[config.mk]
export PLATFORM = sky130hd
export DESIGN_NAME = fact_err_status_bank
export DESIGN_NICKNAME = d
export VERILOG_FILES = /design/src/rtl/fact_err_status_bank.sv
export SDC_FILE = /design/constraint.sdc
export NUM_CORES = 1
export LEC_CHECK = 0
export ABC_AREA = 1
export BUFFER_PORTS_ARGS = -buffer_cell sky130_fd_sc_hd__buf_4
export CAP_MARGIN = 30
export CORE_UTILIZATION = 40
export DETAILED_ROUTE_END_ITERATION = 12
export PLACE_DENSITY = 0.7
export SYNTH_ARGS = -nofsm -noshare
export SYNTH_HDL_FRONTEND = slang
export SYNTH_SLANG_ARGS = --single-unit
export TNS_END_PERCENT = 10
[constraint.sdc]
create_clock -name Clk -period 2.2 [get_ports Clk]
set_clock_uncertainty 0.2 [all_clocks]
set_input_delay 0.55 -clock Clk [delete_from_list [all_inputs] [get_ports Clk]]
set_output_delay 0.55 -clock Clk [all_outputs]
set_load 0.01 [all_outputs]
[src/rtl/fact_err_status_bank.sv]
// Multi-channel sticky error/status bank: per-channel sticky flags with W1C,
// first-error capture, saturating event counter and a maskable interrupt.
module fact_err_status_bank #(
  parameter int NUM_CH    = 4,
  parameter int CNT_W     = 8,
  parameter int EDGE_MODE = 0,
  parameter int ID_W      = $clog2(NUM_CH)
) (
  input  logic              Clk,
  input  logic              Rst,
  input  logic              GoPulseCmb,
  input  logic [NUM_CH-1:0] Err,
  input  logic              ClrWe,
  input  logic [NUM_CH-1:0] ClrMask,
  input  logic [NUM_CH-1:0] IntEn,
  output logic [NUM_CH-1:0] ResErr,
  output logic              AnyErr,
  output logic              FirstErrValid,
  output logic [ID_W-1:0]   FirstErrId,
  output logic [CNT_W-1:0]  ErrCnt,
  output logic              Irq
);

  localparam logic [CNT_W-1:0] CntMax = '1;

  logic [NUM_CH-1:0] err_d;
  logic [NUM_CH-1:0] ev;
  logic [NUM_CH-1:0] clr_bits;
  logic              any_ev;
  logic [ID_W-1:0]   low_id;

  // Edge mode only reports the cycle a raw error rises.
  assign ev       = (EDGE_MODE != 0) ? (Err & ~err_d) : Err;
  assign any_ev   = |ev;
  assign clr_bits = ClrWe ? ClrMask : '0;

  // NOTE: every variable written here gets a default first so no latch is inferred.
  always_comb begin
    low_id = '0;
    for (int i = NUM_CH - 1; i >= 0; i--) begin
      if (ev[i]) low_id = ID_W'(i);
    end
  end

  // NOTE: sequential state uses non-blocking assignments only, so every
  // register samples the pre-edge value of every other register.
  always_ff @(posedge Clk) begin
    if (Rst) begin
      err_d         <= '0;
      ResErr        <= '0;
      FirstErrValid <= 1'b0;
      FirstErrId    <= '0;
      ErrCnt        <= '0;
      Irq           <= 1'b0;
    end else begin
      err_d <= Err;
      Irq   <= |(ResErr & IntEn);
      if (GoPulseCmb) begin
        ResErr        <= '0;
        FirstErrValid <= 1'b0;
        FirstErrId    <= '0;
        ErrCnt        <= '0;
      end else begin
        // A set wins over a same-cycle clear on the same channel.
        ResErr <= ev | (ResErr & ~clr_bits);
        if (!FirstErrValid && any_ev) begin
          FirstErrValid <= 1'b1;
          FirstErrId    <= low_id;
        end
        if (any_ev && (ErrCnt != CntMax)) ErrCnt <= ErrCnt + 1'b1;
      end
    end
  end

  assign AnyErr = |ResErr;

endmodule

======== Yosys cells after proc, flatten, opt, wreduce, memory -nomap -nowiden ========
Cells that the tools add are included.
word-level totals
  register bits after elaboration ......... 16
  input bits .............................. 16
  output and inout port bits .............. 17
  word-level logic and storage cells ...... 23
operators by class
  add/subtract/negate cells ............... 1
  eq/ne operators ......................... 1
  muxes and demuxes ....................... 5
  bitwise logic cells ..................... 4
  reductions and logical operators ........ 7
operator list
  kind                   count
  $reduce_or A4 Y1       3
  $add A8 B1 Y8 const B  1
  $and A4 B4 Y4          2
  $mux W2                4
  $ne A8 B8 Y1 const B   1
  $mux W4                1
  $not A4 Y4             1
  $or A4 B4 Y4           1
  $logic_and A1 B1 Y1    2
  $reduce_or A2 Y1       1
  $logic_not A1 Y1       1

======== Longest topological paths before layout ========
  depth in word-level cells ............... 4
  mapped depth ............................ 9
  mapped depth without buffers ............ 9

======== Least setup slack after synthesis ========
No wires, ideal clock.
  path kind ............................... register to output
  start ................................... reg ResErr[2]
  end ..................................... out AnyErr
  arrival time ............................ 0.913 ns
  data required time ...................... 1.450 ns
  setup slack ............................. 0.537 ns
  stages on the path, launching flop included .. 2
  path buffers ............................ 0
  path through ............................ dfxtp_1 > or4_1
on the way
  cells in the longest elaborated chain, start to end .. 1
RTL lines
  item                    line  source
  start, declared         16    output logic [NUM_CH-1:0] ResErr,
  start signal, assigned  65    ResErr <= ev | (ResErr & ~clr_bits);
  $reduce_or A4 Y1        75    assign AnyErr = |ResErr;
  end, declared           17    output logic AnyErr,
No other way between the ends.

======== Worst setup path in the final report ========
Ends and elaborated chain as after synthesis.

==> key figures <==
Pwr
  – Switch share: 23.8%
  – Comb pwr share: 14.9%
  – P_int: 406 uW
  – Pwr Total: 532 uW
  – Clock Power Share: 27.4%
  – Maximum VDD drop: 0.335 mV
  – Reg power frac: 57.7%
  – P_sw: 127 uW
  – Pwr per Cell Area: 493 nW/um2
  – Static Leakage: 0.000525 uW

Synthesis
  – Area leader, netlist: dfxtp_1
  – Seq cells post-synth: 16
  – Netlist cell types: 21
  – Cell Area, Synth: 792 um2
  – Ranking of synthesized cells by area: dfxtp_1 (40%), nand2_1 (13%), nor2_1 (9.5%), inv_1 (5.2%), a21oi_1 (5.1%)
  – Cells after Synth: 112
  – Top cell type's share of synthesized area: 40.4%
  – Avg Cell Area, Syn: 7.07 um2
  – Yosys warns: 0
  – Post-synthesis sequential area ratio: 40.4%
  – Post-synthesis net count: 129

Clocking
  – Clock Pin Slew Worst Setup and Hold Paths: 0.08 ns
  – Root Buffer: clkbuf_4
  – CTS tree: built
  – Clock sinks: 16
  – Maximum root-to-sink buffer count: 2
  – # H-tree levels: 1
  – Skew-Pair Late Insertion Delay: 0.28 ns
  – PostCTS Resize Cnt: 0
  – Hold-fix buffers, CTS: 0
  – Setup bufs post-CTS: 0
  – Num CTS Buffers: 3

Cells and area
  – Layout Nets: 166
  – Layout cells sized above 1: 32.7%
  – Most common cell after layout, fill and taps aside: buf_4
  – Diodes inserted: 0
  – Most frequent cells in the layout: buf_4 (33), nand2_1 (27), nor2_1 (20)
  – Area grow syn2layout: 36.3%

STA
  – Rel. slew slack: 86.3%
  – RSZ-0062 raised after global routing: no
  – Fin. Hold Viols: 0
  – Fin Setup TNS: 0 ns
  – Worst slew pin tran: 0.205 ns
  – Worst setup margin: 0.158 ns
  – Final critical-path share of the clock period: 92.8%
  – Achievable frequency: 0.490 GHz
  – Slew Limit Fails: 0
  – Fin crit period: 2.04 ns
  – Final setup fails: 0

Setup path
  – Crit-path slowest cell: or4_1
  – Crit path max fanout: 4
  – CP startpoint kind: flop
  – WP data required: 1.45 ns
  – Crit end category: output pin
  – Worst path max stage delay: 0.52 ns
  – Crit path DAT: 1.29 ns
  – Critical-path cell list: or4_1, buf_4
  – CP Class: flop to output pin

GRT
  – Largest net degree at the start of global routing: 12
  – GR Util All Layers: 18.3%
  – Wire length of the first global-routing pass: 2.81 mm
  – GR Overflow Total: 0
  – Vias in the first global route: 715
  – Initial antenna violation count: 0

Floorplanning
  – Std-Cell Rows: 15
  – Initial core utilization: 44.4%
  – Num ports: 33
  – Core area: 1780 um2
  – Die W: 46.5 um
  – DIE AREA: 2160 um2
  – Die height: 46.5 um

Placed design
  – HPWL after detailed placement: 1.34 mm
  – GP Congestion: 0.842
  – DP Worst Slack: 0.462 ns
  – Port bufs: 32

Route
  – Total Wirelength: 1.65 mm
  – Drt pass-1 iters: 3
  – DRC Markers: 0
  – Vias/cell: 4.62
  – 1st-iter DRT viols: 13
  – Vias: 794
  – Remaining antenna violation count after routing: 0
  – Wirelength per Cell: 9.59 um

Min path
  – Hold crit path type: input port to flop

Status
  – Status: complete, no violations

Run
  – Max cap viols: 0
[sequential cells by signal, summed over array words and instances, names as in the netlist]
register	count
ErrCnt	8
ResErr	4
FirstErrId	2
FirstErrValid	1
Irq	1
[worst paths after layout]
path,start,slack [ns],end,cells past startpoint
worst min register to register,FirstErrId[1],0.29,FirstErrId[1],2
worst max register to register,ErrCnt[0],0.70,ErrCnt[5],8
worst min-delay path,Rst,0.23,Irq,2
worst max-delay path,ResErr[2],0.16,AnyErr,2
[per-stage QoR]
stage / cells / area [um2] / hold WS (ns) / util (%)
detailed placement: 169 / 1060 / 0.265 / 59.3
global placement: 169 / 1060 / 0.263 / 59.3
CTS: 172 / 1080 / 0.216 / 60.6
finish: 172 / 1080 / 0.227 / 60.6
global route: 172 / 1080 / 0.214 / 60.6
floorplan: 112 / 792 / 0.301 / -
[synthesized netlist by cell type]
master,count
a31oi_1,1
nand3_1,4
nor3_2,1
inv_1,11
nor3_1,2
inv_2,2
clkbuf_8,1
nor2_4,2
o21ai_0,4
nand2_4,2
nand4_1,1
nand2_1,27
ha_1,1
nor2_1,20
or4_1,1
a21oi_1,8
a41oi_1,1
nor2_2,2
nand3b_1,2
dfxtp_1,16
nand2_2,3
[metal layers]
metal	vias to the layer above	part of all wire [%]	track usage [%]
met5	-	0	0
met4	0	0.79	7.65
met3	2	3.6	6.27
met2	12	50	30.6
met1	356	45	20.9
li1	424	-	-
[kinds of logic after synthesis]
logic type | share of synthesized area, %
simple gates | 40.6
flops | 40.4
compound gates | 9.48
buf+inv | 7.90
fa+ha+maj | 1.58
[layout make-up]
class	instances	area [um2]
repair buffers	33	248
fillers	185	703
flip-flops and latches	16	320
multi-input cells	82	409
clock buffers	3	22.5
inverters	13	48.8
well taps	25	31.3
[critical path, delay by kind of cell (launching register included)]
family,cells,cell delay [ns]
flops,1,0.34
simple gates,1,0.52
buf+inv,1,0.16
[power groups by stage]
stage               combinational, uW  sequential [uW]  clock, uW
finish                           79.2              307        146
global route                     88.8              308        169
CTS                              80.5              307        156
detailed placement               80.2              314          0
global placement                 79.4              313          0
floorplan                        31.3              317          0
Power figures use the tool's default switching activity.
